$ cat config.mk
export PLATFORM = sky130hd
export DESIGN_NAME = store_buffer_flat
export DESIGN_NICKNAME = d
export VERILOG_FILES = /design/src/rtl/store_buffer_if.sv /design/src/rtl/store_buffer.sv /design/src/flat_wrapper.sv
export SDC_FILE = /design/constraint.sdc
export NUM_CORES = 1
export LEC_CHECK = 0
export CORE_UTILIZATION = 59
export CTS_CLUSTER_SIZE = 25
export DETAILED_ROUTE_END_ITERATION = 12
export GPL_TIMING_DRIVEN = 0
export HOLD_SLACK_MARGIN = 0.08
export PLACE_DENSITY = 0.92
export SLEW_MARGIN = 20
export SYNTH_ARGS = -nofsm -noshare
export SYNTH_HDL_FRONTEND = slang
export SYNTH_SLANG_ARGS = --single-unit
$ cat constraint.sdc
create_clock -name clk -period 13.3 [get_ports clk]
set_clock_uncertainty 0.15 [all_clocks]
set_input_delay 2.66 -clock clk [delete_from_list [all_inputs] [get_ports clk]]
set_output_delay 2.66 -clock clk [all_outputs]
set_load 0.05 [all_outputs]
$ cat src/rtl/store_buffer_if.sv
// ---------------------------------------------------------------------------
// store_buffer_if
// Bundles the store, load and data-memory signals of the store buffer.
//   Store channel : st_valid, st_ready, st_addr, st_data
//   Load channel  : ld_valid, ld_ready, ld_addr, ld_data
//   Memory port   : dm_mem_write, dm_mem_read, dm_address, dm_write_data,
//                   dm_read_data
// Modports:
//   slave  - the store buffer itself
//   master - its environment (pipeline stage plus data memory)
// ---------------------------------------------------------------------------
interface store_buffer_if #(
   parameter int AW = 32,
   parameter int DW = 32
);
   logic          st_valid;
   logic          st_ready;
   logic [AW-1:0] st_addr;
   logic [DW-1:0] st_data;

   logic          ld_valid;
   logic          ld_ready;
   logic [AW-1:0] ld_addr;
   logic [DW-1:0] ld_data;

   logic          dm_mem_write;
   logic          dm_mem_read;
   logic [AW-1:0] dm_address;
   logic [DW-1:0] dm_write_data;
   logic [DW-1:0] dm_read_data;

   modport slave (
      input  st_valid, st_addr, st_data,
      input  ld_valid, ld_addr,
      input  dm_read_data,
      output st_ready, ld_ready, ld_data,
      output dm_mem_write, dm_mem_read, dm_address, dm_write_data
   );

   modport master (
      output st_valid, st_addr, st_data,
      output ld_valid, ld_addr,
      output dm_read_data,
      input  st_ready, ld_ready, ld_data,
      input  dm_mem_write, dm_mem_read, dm_address, dm_write_data
   );
endinterface

$ cat src/rtl/store_buffer.sv
// ---------------------------------------------------------------------------
// store_buffer
// Posted-write FIFO between the MEM stage and the data memory. Stores are
// queued and retired in program order, one per cycle, whenever the memory
// port is not claimed by a load. Loads go to memory combinationally; a load
// that matches a buffered store is either forwarded or stalled.
//
// Build option:
//   STORE_FWD_EN  defined   -> a hit returns the youngest matching store's
//                              data and the head keeps draining.
//                 undefined -> a hit stalls the load (ld_ready=0) while the
//                              buffer drains until no matching entry is left.
//
// Ports:
//   clk    - clock, all state changes on posedge
//   reset  - synchronous, active-high; discards buffered stores
//   bus    - store/load/memory signals (store_buffer_if.slave)
//   count  - occupied entries
//   empty  - count == 0 (forced 1 during reset)
//   full   - count == DEPTH
// ---------------------------------------------------------------------------
module store_buffer #(
   parameter int DEPTH = 4,
   parameter int AW    = 32,
   parameter int DW    = 32
) (
   input  logic                     clk,
   input  logic                     reset,
   store_buffer_if.slave            bus,
   output logic [$clog2(DEPTH):0]   count,
   output logic                     empty,
   output logic                     full
);
   localparam int PW = $clog2(DEPTH);
   localparam int CW = PW + 1;
   localparam logic [CW-1:0] DEPTH_C = CW'(DEPTH);

   logic [AW-1:0]    addr_r [DEPTH];
   logic [DW-1:0]    data_r [DEPTH];
   logic [DEPTH-1:0] valid_r;
   logic [PW-1:0]    head_r;
   logic [PW-1:0]    tail_r;
   logic [CW-1:0]    count_r;

   logic             is_empty_s;
   logic             is_full_s;
   logic             hit_s;
   logic             load_mem_s;
   logic             drain_s;
   logic             push_s;
`ifdef STORE_FWD_EN
   logic [DW-1:0]    fwd_data_s;
`endif

   assign is_empty_s = (count_r == {CW{1'b0}});
   assign is_full_s  = (count_r == DEPTH_C);

   // Hit search walks oldest to youngest so the last match is the youngest.
   always_comb begin
      hit_s = 1'b0;
`ifdef STORE_FWD_EN
      fwd_data_s = {DW{1'b0}};
`endif
      for (int k = 0; k < DEPTH; k++) begin
         if (valid_r[head_r + PW'(k)] && (addr_r[head_r + PW'(k)] == bus.ld_addr)) begin
            hit_s = 1'b1;
`ifdef STORE_FWD_EN
            fwd_data_s = data_r[head_r + PW'(k)];
`endif
         end else begin
            hit_s = hit_s;
         end
      end
   end

   // A load that misses owns the port; otherwise the head drains.
   assign load_mem_s = bus.ld_valid && !hit_s;
   assign drain_s    = !reset && !load_mem_s && !is_empty_s;
   assign push_s     = !reset && bus.st_valid && !is_full_s;

   // Memory port and load result arbitration; everything is quiet in reset.
   always_comb begin
      bus.dm_mem_write  = 1'b0;
      bus.dm_mem_read   = 1'b0;
      bus.dm_address    = {AW{1'b0}};
      bus.dm_write_data = {DW{1'b0}};
      bus.ld_ready      = 1'b0;
      bus.ld_data       = {DW{1'b0}};
      if (reset) begin
         bus.ld_ready = 1'b0;
      end else if (load_mem_s) begin
         bus.dm_mem_read = 1'b1;
         bus.dm_address  = bus.ld_addr;
         bus.ld_ready    = 1'b1;
         bus.ld_data     = bus.dm_read_data;
      end else if (drain_s) begin
         bus.dm_mem_write  = 1'b1;
         bus.dm_address    = addr_r[head_r];
         bus.dm_write_data = data_r[head_r];
`ifdef STORE_FWD_EN
         // Here ld_valid implies a hit, so the load is served from the buffer.
         if (bus.ld_valid) begin
            bus.ld_ready = 1'b1;
            bus.ld_data  = fwd_data_s;
         end else begin
            bus.ld_ready = 1'b0;
         end
`endif
      end else begin
         bus.ld_ready = 1'b0;
      end
   end

   // Status outputs, masked while reset is asserted.
   always_comb begin
      if (reset) begin
         bus.st_ready = 1'b0;
         count        = {CW{1'b0}};
         empty        = 1'b1;
         full         = 1'b0;
      end else begin
         bus.st_ready = !is_full_s;
         count        = count_r;
         empty        = is_empty_s;
         full         = is_full_s;
      end
   end

   // Entry payload storage; contents are meaningless until marked valid.
   always_ff @(posedge clk) begin
      if (push_s) begin
         addr_r[tail_r] <= bus.st_addr;
         data_r[tail_r] <= bus.st_data;
      end
   end

   // Pointers, valid bits and occupancy count.
   always_ff @(posedge clk) begin
      if (reset) begin
         head_r  <= {PW{1'b0}};
         tail_r  <= {PW{1'b0}};
         count_r <= {CW{1'b0}};
         valid_r <= {DEPTH{1'b0}};
      end else begin
         if (push_s) begin
            valid_r[tail_r] <= 1'b1;
            tail_r          <= tail_r + 1'b1;
         end
         if (drain_s) begin
            valid_r[head_r] <= 1'b0;
            head_r          <= head_r + 1'b1;
         end
         case ({push_s, drain_s})
            2'b10:   count_r <= count_r + 1'b1;
            2'b01:   count_r <= count_r - 1'b1;
            default: count_r <= count_r;
         endcase
      end
   end
endmodule

$ cat src/flat_wrapper.sv
// flat-port wrapper written by rule: the top's interface ports become plain ports
module store_buffer_flat 
#(
   parameter int DEPTH = 4,
   parameter int AW    = 32,
   parameter int DW    = 32
)
  (clk, reset, count, empty, full, bus_st_valid, bus_st_addr, bus_st_data, bus_ld_valid, bus_ld_addr, bus_dm_read_data, bus_st_ready, bus_ld_ready, bus_ld_data, bus_dm_mem_write, bus_dm_mem_read, bus_dm_address, bus_dm_write_data);
  store_buffer_if #(.AW(AW), .DW(DW)) bus_i ();
  input  logic clk;
  input  logic reset;
  output logic [$clog2(DEPTH):0] count;
  output logic empty;
  output logic full;
  input wire logic [$bits(bus_i.st_valid)-1:0] bus_st_valid;
  input wire logic [$bits(bus_i.st_addr)-1:0] bus_st_addr;
  input wire logic [$bits(bus_i.st_data)-1:0] bus_st_data;
  input wire logic [$bits(bus_i.ld_valid)-1:0] bus_ld_valid;
  input wire logic [$bits(bus_i.ld_addr)-1:0] bus_ld_addr;
  input wire logic [$bits(bus_i.dm_read_data)-1:0] bus_dm_read_data;
  output wire logic [$bits(bus_i.st_ready)-1:0] bus_st_ready;
  output wire logic [$bits(bus_i.ld_ready)-1:0] bus_ld_ready;
  output wire logic [$bits(bus_i.ld_data)-1:0] bus_ld_data;
  output wire logic [$bits(bus_i.dm_mem_write)-1:0] bus_dm_mem_write;
  output wire logic [$bits(bus_i.dm_mem_read)-1:0] bus_dm_mem_read;
  output wire logic [$bits(bus_i.dm_address)-1:0] bus_dm_address;
  output wire logic [$bits(bus_i.dm_write_data)-1:0] bus_dm_write_data;
  assign bus_i.st_valid = bus_st_valid;
  assign bus_i.st_addr = bus_st_addr;
  assign bus_i.st_data = bus_st_data;
  assign bus_i.ld_valid = bus_ld_valid;
  assign bus_i.ld_addr = bus_ld_addr;
  assign bus_i.dm_read_data = bus_dm_read_data;
  assign bus_st_ready = bus_i.st_ready;
  assign bus_ld_ready = bus_i.ld_ready;
  assign bus_ld_data = bus_i.ld_data;
  assign bus_dm_mem_write = bus_i.dm_mem_write;
  assign bus_dm_mem_read = bus_i.dm_mem_read;
  assign bus_dm_address = bus_i.dm_address;
  assign bus_dm_write_data = bus_i.dm_write_data;
  store_buffer #(.DEPTH(DEPTH), .AW(AW), .DW(DW)) u_core (.clk(clk), .reset(reset), .bus(bus_i), .count(count), .empty(empty), .full(full));
endmodule
==> summary.md, run 1 <==
| Metric | Value |
|---|---|
| Setup TNS | 0 ps |
| Max_slew headroom | 26.9% |
| GP Congestion | 1.01 |
| Die extent in x | 163 um |
| Overflow after GRT | 0 |
| Mux contribution to synthesized area | about 24% |
| Clock Root Buffer | clkbuf_16 |
| Post-synth design cell area | around 15000 um2 |
| Endpoint class of the critical path | output pin |
| Initial antenna violation count | 0 |
| Core Area | around 25000 um2 |
| Cts bufs inserted | 26 |
| Fin crit period | about 11000 ps |
| Die area | 26400 um2 |
| Hold Path Class | flip-flop to flip-flop |
| Fin util | 73.9% |
| Worst-Skew Late Latency | between 500 and 600 ps |
| Prevailing post-synth register cell | edfxtp_1 |
| # nets final | 1438 |
| CTS Hold Bufs | 0 |
| DRT Pass-1 Iters | 6 |
| Worst slack, placed | 3030 ps |
| Post-synthesis sequential area ratio | 52.2% |
| Reg2Reg Capture Point | u_core.count_r[2] |
| Yosys warnings | 0 |
| Fin. max-slew vios | 0 |
| Port Buffers | 204 |
| Simple-gate share of the synthesized area | 8.16% |
| Crit path max fanout | 10 |
| Synth Area in Adders | less than 1% |
| # setup viols final | 0 |
| Syn avg cell area | 14.4 um2 |
| Fmax | 92.7 MHz |
| Status | completed |
| Synthesis-stage register bit count | 269 |
| Vias in the first global route | 11350 |
| Die Y | 163 um |
| CTS resizes | 0 |
| Cells after synthesis | approximately 1100 |
| Setup crit start kind | primary input |
| Remaining DRCs | 0 |
| Final WL | 52.4 mm |
| Site Rows | 58 |
| First-pass GRT wire length | around 75 mm |
| Initial core utilization | 60.3% |
| Worst Max-Slew Pin Slew | 1100 ps |
| R2R setup slack | 6000 ps |
| Ranking of synthesized cells by area | edfxtp_1, mux4_2, mux2i_1, xnor2_1, and3_1 |
| Avg WL per Cell | between 30 and 40 um |
| Worst Hold Depth | 2 |
| Synth Area in XOR/XNOR | under 10% |
| Complex-gate fraction of the synthesized area | 4.31% |
| Synth area leader | edfxtp_1 |
| Final hold vios | 0 |
| Setup CP Type | primary input to output pin |
| Syn nets | 1202 |
| Postcts setup bufs | 0 |
| GRT Total Usage | between 40 and 50% |
| DR vias | between 10000 and 15000 |
| Max H-tree Level | 1 |
| First DRT Iteration DRCs | 1526 |
| Maximum VDD drop | ~0.00012 V |
| WP data arrival | 7980 ps |
| Pwr Density | roughly 130 nW/um2 |
| Clk buf depth | 3 |
| Routed vias/inst | roughly 6.9 |
| Share of cells above drive strength 1 | around 16% |
| Clk slew on worst S/H paths | 60 ps |
| Final antenna-violating net count | 0 |
| Crit path to | bus_dm_address[28] |
| Total Power | 0.00239 W |
| Tcrit/Tclk final | 81.1% |
| FF-to-FF path depth | 23 |
| CTS tree | yes |
| Clk sinks | 269 |
| Req. time, crit path | 10490 ps |
| Reg-to-Reg Start | u_core.head_r[0] |
| Post-route insts no fill | ~1600 |
| MaxCap Viol Count | 0 |
| Setup slack after layout | ~2500 ps |
| # IOs | 237 |
| Synth cell types | 54 |
| Static leakage | about 6.1 nW |
| Ys async rst share | 0% |
| Pin count of the biggest net entering global routing | 48 |
| RSZ-0062 raised after global routing | no |
| Placed instance count | ~1600 |
| Post-synth top area share | 50.5% |
| Number of synthesized flops with an enable pin | around 260 |
| Crit path from | bus_ld_addr[1] |
| P&R area growth vs syn | 22.6% |
| Largest family of logic cells by synthesized area | multiplexers |
| HPWL Detailed | roughly 37 mm |
==> routing by layer <==
metal | vias to the layer above | share of wire [%] | GRT usage, %
li1 | 4627 | - | -
met1 | 5617 | 35 | 50.0
met2 | 971 | 47 | 64.9
met3 | 204 | 12 | 10.4
met4 | 0 | 6.2 | 21.2
met5 | - | 0 | 0
==> cell type report <==
class,instances,area [um2]
Antenna cell,1,2.50
Buffer,99,503
Clock buffer,33,687
Clock inverter,15,165
Fill cell,1570,6600
Inverter,20,75.1
Multi-Input combinational cell,672,6710
Sequential cell,269,7950
Tap cell,330,413
Timing Repair Buffer,208,2150
==> state kept, by name, summed over array words and instances (netlist names), named ones only <==
signal,cells
u_core.addr_r,128
u_core.count_r,3
u_core.data_r,128
u_core.head_r,2
u_core.tail_r,2
u_core.valid_r,4
==> how the worst min path moves through the flow <==
stage / start / end / slack [ps]
2_1_floorplan: u_core.count_r[2] / u_core.count_r[2] / 320
3_3_place_gp: u_core.count_r[2] / u_core.count_r[2] / 330
3_5_place_dp: u_core.count_r[1] / u_core.count_r[1] / 370
4_1_cts: u_core.valid_r[0] / u_core.valid_r[0] / 380
5_1_grt: u_core.valid_r[2] / u_core.valid_r[2] / 410
6_report: u_core.valid_r[0] / u_core.valid_r[0] / 380
==> report_power, final <==
part	switching [W]	internal, W
sequential	0.0000166	0.000956
clock	0.000318	0.000425
combinational	0.000403	0.000277
==> critical path, cell delays in order <==
cell	delay (ps)
clkdlybuf4s50_1	550
clkbuf_1	420
a221oi_1	360
nor2_1	80
a2111oi_0	540
nand4_1	410
nor4_4	730
nor3_2	310
buf_2	400
mux2i_1	580
clkdlybuf4s50_1	930
==> cell families (layout without fill, tap and decap cells) <==
| logic type | Yosys count | count (layout) |
|---|---|---|
| xor gates and xnor gates | 112 | 112 |
| buffers and inverters | 119 | 375 |
| adders and majority gates | 10 | 10 |
| other | 0 | 1 |
| muxes | 226 | 226 |
| AOI/OAI and AO/OA | 83 | 83 |
| DFF | 269 | 269 |
| and+or+nand+nor | 241 | 241 |
==> synthesized netlist by cell type, drive strengths merged, types with 2 or more instances <==
library cell,instances
edfxtp,256
mux4,112
mux2i,101
xnor2,91
nand2,86
and3,69
clkbuf,51
buf,48
nor2,25
xor2,21
inv,20
nand4,17
dfxtp,13
mux2,13
o21ai,11
a21oi,10
nand3,10
a22oi,9
ha,9
nor4,8
o2111ai,8
o221ai,7
nor3,6
o211ai,6
or4,5
a2111oi,4
a2bb2oi,4
a311oi,4
and2,4
nand2b,4
a211oi,3
o22ai,3
o41ai,3
or3,3
a221oi,2
a222oi,2
a31oi,2
a32oi,2
==> cells in the final DEF, fill, tap and decap left out, drive strengths merged, types with 7 or more instances in the layout <==
cell and instances:
a21oi 10, a22oi 9, and3 69, buf 52, clkbuf 84, clkdlybuf4s50 204, clkinv 10, dfxtp 13
edfxtp 256, ha 9, inv 20, mux2 13, mux2i 101, mux4 112, nand2 86, nand3 10
nand4 17, nor2 25, nor4 8, o2111ai 8, o21ai 11, o221ai 7, xnor2 91, xor2 21
==> stage by stage <==
step	instance area (um2)	hold WS [ps]
after floorplan	15200	317
after detailed placement	17800	366
after CTS	18700	382
after global placement	17700	333
after global routing	18700	408
final	18700	383
Note: power is estimated with default switching activity, not from simulation.
==> inputs of run 2 (changes only) <==
CORE_UTILIZATION = 55   (was 59)
PLACE_DENSITY = 0.87   (was 0.92)
clock period = 10 ns   (was 13.3 ns; I/O delays follow)
==> summary.md, run 2 (synthesized netlist as in run 1, its figures left out) <==
| Metric | Value |
|---|---|
| FF-to-FF path depth | 21 (was 23) |
| Fin area | 18800 um2 (was 18700 um2) |
| Initial antenna violation count | 2 (was 0) |
| RSZ-0062 raised after global routing | no (unchanged) |
| Die area | 28300 um2 (was 26400 um2) |
| Reg-to-Reg Start | u_core.head_r[1] (was u_core.head_r[0]) |
| Top Registers | u_core.addr_r x128, u_core.data_r x128, u_core.valid_r x4 (unchanged) |
| Fillers | 1784 (was 1570) |
| WHS | 365 ps (was 383 ps) |
| Setup crit start kind | flip-flop (was primary input) |
| Fin crit period | approximately 9500 ps |
| # nets final | 1438 (unchanged) |
| Fin. max-slew vios | 0 (unchanged) |
| Final antenna-violating net count | 0 (unchanged) |
| Grt peak-use layer | met2 (unchanged) |
| Setup TNS | 0 ps (unchanged) |
| Req. time, crit path | 7850 ps (was 10490 ps) |
| Die Y | 168 um (was 163 um) |
| Overflow after GRT | 0 (unchanged) |
| Area post-placement | 17800 um2 (about the same) |
| DRT Pass-1 Iters | 5 (was 6) |
| Hold EP | u_core.valid_r[2] (was u_core.valid_r[0]) |
| Reg2Reg Capture Point | u_core.count_r[2] (unchanged) |
| Commonest non-fill, non-tap cell in the layout | edfxtp_1 (unchanged) |
| Crit-path cells | clkbuf_1, inv_1, ha_1, buf_4, buf_4, buf_2, mux4_2, xnor2_1, nand4_1, nor4_1, o2111ai_1, o41ai_4, nor3_2, buf_2, mux2i_1, clkdlybuf4s50_1 (was clkdlybuf4s50_1, clkbuf_1, a221oi_1, nor2_1, a2111oi_0, nand4_1, nor4_4, nor3_2, buf_2, mux2i_1, clkdlybuf4s50_1) |
| Pin count of the biggest net entering global routing | 48 (unchanged) |
| Setup CP Type | flip-flop to output pin (was primary input to output pin) |
| Endpoint class of the critical path | output pin (unchanged) |
| Clk sinks | 269 (unchanged) |
| First-pass GRT wire length | 73.1 mm (was 75.2 mm) |
| MaxCap Viol Count | 0 (unchanged) |
| HPWL Detailed | 35.5 mm (was 36.9 mm) |
| Worst Hold Depth | 2 (unchanged) |
| GRT Total Usage | 35.9% (was 40.2%) |
| Initial core utilization | 56.3% (was 60.3%) |
| Max_slew headroom | 29.1% (was 26.9%) |
| Die extent in x | 168 um (was 163 um) |
| Remaining DRCs | 0 (unchanged) |
| Core Area | 27000 um2 (was 25300 um2) |
| CP peak stage delay | 910 ps (was 930 ps) |
| WP data arrival | 7360 ps (was 7980 ps) |
| Postcts setup bufs | 0 (unchanged) |
| Vias in the first global route | 11307 (was 11350) |
| Port Buffers | 204 (unchanged) |
| First DRT Iteration DRCs | 1465 (was 1526) |
| Setup slack after layout | 492 ps (was 2510 ps) |
| CTS tree | yes (unchanged) |
| Final WL | 50.4 mm (was 52.4 mm) |
| # IOs | 237 (unchanged) |
| Static leakage | 6.16 nW (was 6.12 nW) |
| Clock Root Buffer | clkbuf_16 (unchanged) |
| Fmax | 105 MHz |
| P&R area growth vs syn | 23.3% (was 22.6%) |
| GP Congestion | 1.02 (was 1.01) |
| Status | completed (unchanged) |
| CTS Hold Bufs | 0 (unchanged) |
| R2R setup slack | 2710 ps (was 6000 ps) |
| Fin util | 69.4% (was 73.9%) |
| GR met1 Demand/Resource | 44.8% (was 50.0%) |
| CTS resizes | 0 (unchanged) |
| Met3 global-route usage | 9.45% (was 10.4%) |
| Site Rows | 60 (was 58) |
| Most frequent cells in the layout | edfxtp_1, clkdlybuf4s50_1, mux4_2 (unchanged) |
| Tcrit/Tclk final | 95.1% |
| Crit path max fanout | 10 (unchanged) |
| Routed vias/inst | 6.77 (was 6.93) |
| Final hold vios | 0 (unchanged) |
| Storage cell area | 7950 um2 (unchanged) |
| Share of cells above drive strength 1 | 16.4% (was 16.0%) |
| Worst Max-Slew Pin Slew | 1060 ps (was 1100 ps) |
| Hold Crit Start | u_core.valid_r[2] (was u_core.valid_r[0]) |
| Met2 GRT Util | 59.4% (was 64.9%) |
| Cts bufs inserted | 26 (unchanged) |
| Worst slack, placed | 1080 ps (was 3030 ps) |
| Multi-input gate area | 6710 um2 (unchanged) |
| Clk buf depth | 3 (unchanged) |
| Avg WL per Cell | 30.4 um (was 31.8 um) |
| DR vias | 11212 (was 11419) |
| # setup viols final | 0 (unchanged) |
| Pwr Density | 175 nW/um2 (was 128 nW/um2) |
| Hold Path Class | flip-flop to flip-flop (unchanged) |
| Maximum VDD drop | 0.000174 V (was 0.000125 V) |
| Max H-tree Level | 1 (unchanged) |
| Clk slew on worst S/H paths | 70 ps (was 60 ps) |
| Crit-path slowest cell | clkdlybuf4s50_1 (unchanged) |
| Worst-Skew Late Latency | 550 ps (about the same) |
run 2: cell types whose count changed in the layout (fill, tap and decap cells not counted), sizes merged:
cell / before / now
inv: 20 / 21
bufinv: 3 / 7
clkbuf: 84 / 77
clkinvlp: 2 / 3
run 2: worst max path at each step:
| stage | start | end | slack (ps) | cells past startpoint |
|---|---|---|---|---|
| finish | u_core.head_r[1] | bus_dm_address[23] | 490 | 16 |
| floorplan | bus_ld_addr[14] | bus_dm_address[5] | 2850 | 8 |
| CTS | u_core.head_r[0] | bus_dm_address[23] | 740 | 18 |
| global route | u_core.head_r[1] | bus_dm_address[23] | 350 | 16 |
| global placement | bus_ld_addr[1] | bus_dm_address[27] | 1070 | 11 |
| detailed placement | bus_ld_addr[1] | bus_dm_address[25] | 1080 | 11 |
run 2: report_power, final:
| part | leakage (nW) | switching [W] | internal, W | total (W) |
|---|---|---|---|---|
| Combinational | 3.27 | 0.000531 | 0.000367 | 0.000898 |
| Sequential | 2.43 | 0.0000203 | 0.00127 | 0.00129 |
| Clock | 0.457 | 0.000435 | 0.000659 | 0.00109 |
| Total | 6.16 | 0.000986 | 0.00230 | 0.00328 |
run 2: worst max-delay path, delay by kind of cell (launching register included):
kind | cells | cell delay, ps
flip-flops | 1 | 360
adder cells (fa/ha/maj) | 1 | 490
multiplexers | 2 | 660
AO/OA/AOI/OAI | 2 | 1000
AND/OR/NAND/NOR | 3 | 920
XOR/XNOR | 1 | 160
buffers and inverters | 7 | 3160
run 2: layer usage:
layer	wire, um	up-vias	share of wire [%]
met5	0	-	0
met4	2260	0	4.5
met3	6080	141	12
met2	24400	879	48
met1	17700	5561	35
li1	-	4631	-
run 2: per-stage QoR:
step | std cells | power (W)
floorplan | 1060 | 0.00189
global placement | 1605 | 0.00217
detailed placement | 1609 | 0.00219
CTS | 1656 | 0.00327
global route | 1656 | 0.00336
finish | 1657 | 0.00328
run 2: final cells by class:
| class | count | area share (%) |
|---|---|---|
| inverters | 20 | 0.400 |
| plain buffers | 99 | 2.68 |
| diodes | 1 | 0.0133 |
| multi-input cells | 672 | 35.8 |
| clock inverters | 21 | 1.63 |
| flip-flops and latches | 269 | 42.4 |
| well taps | 341 | 2.27 |
| repair buffers | 208 | 11.4 |
| clock buffers | 26 | 3.47 |
==> inputs of run 3 (changes only) <==
--- a/constraint.sdc
+++ b/constraint.sdc
@@ -4,2 +4,2 @@
 set_output_delay 2 -clock clk [all_outputs]
-set_load 0.05 [all_outputs]
+set_load 0.1 [all_outputs]
==> results of run 3 <==
The final DEF is identical to that of run 2. Status: completed.
Among the figures that moved: setup slack after placement 1080 ps -> 751 ps; setup slack after layout 492 ps -> 160 ps; total power 0.00328 W -> 0.00339 W; worst IR drop on VDD 0.000174 V -> 0.000175 V
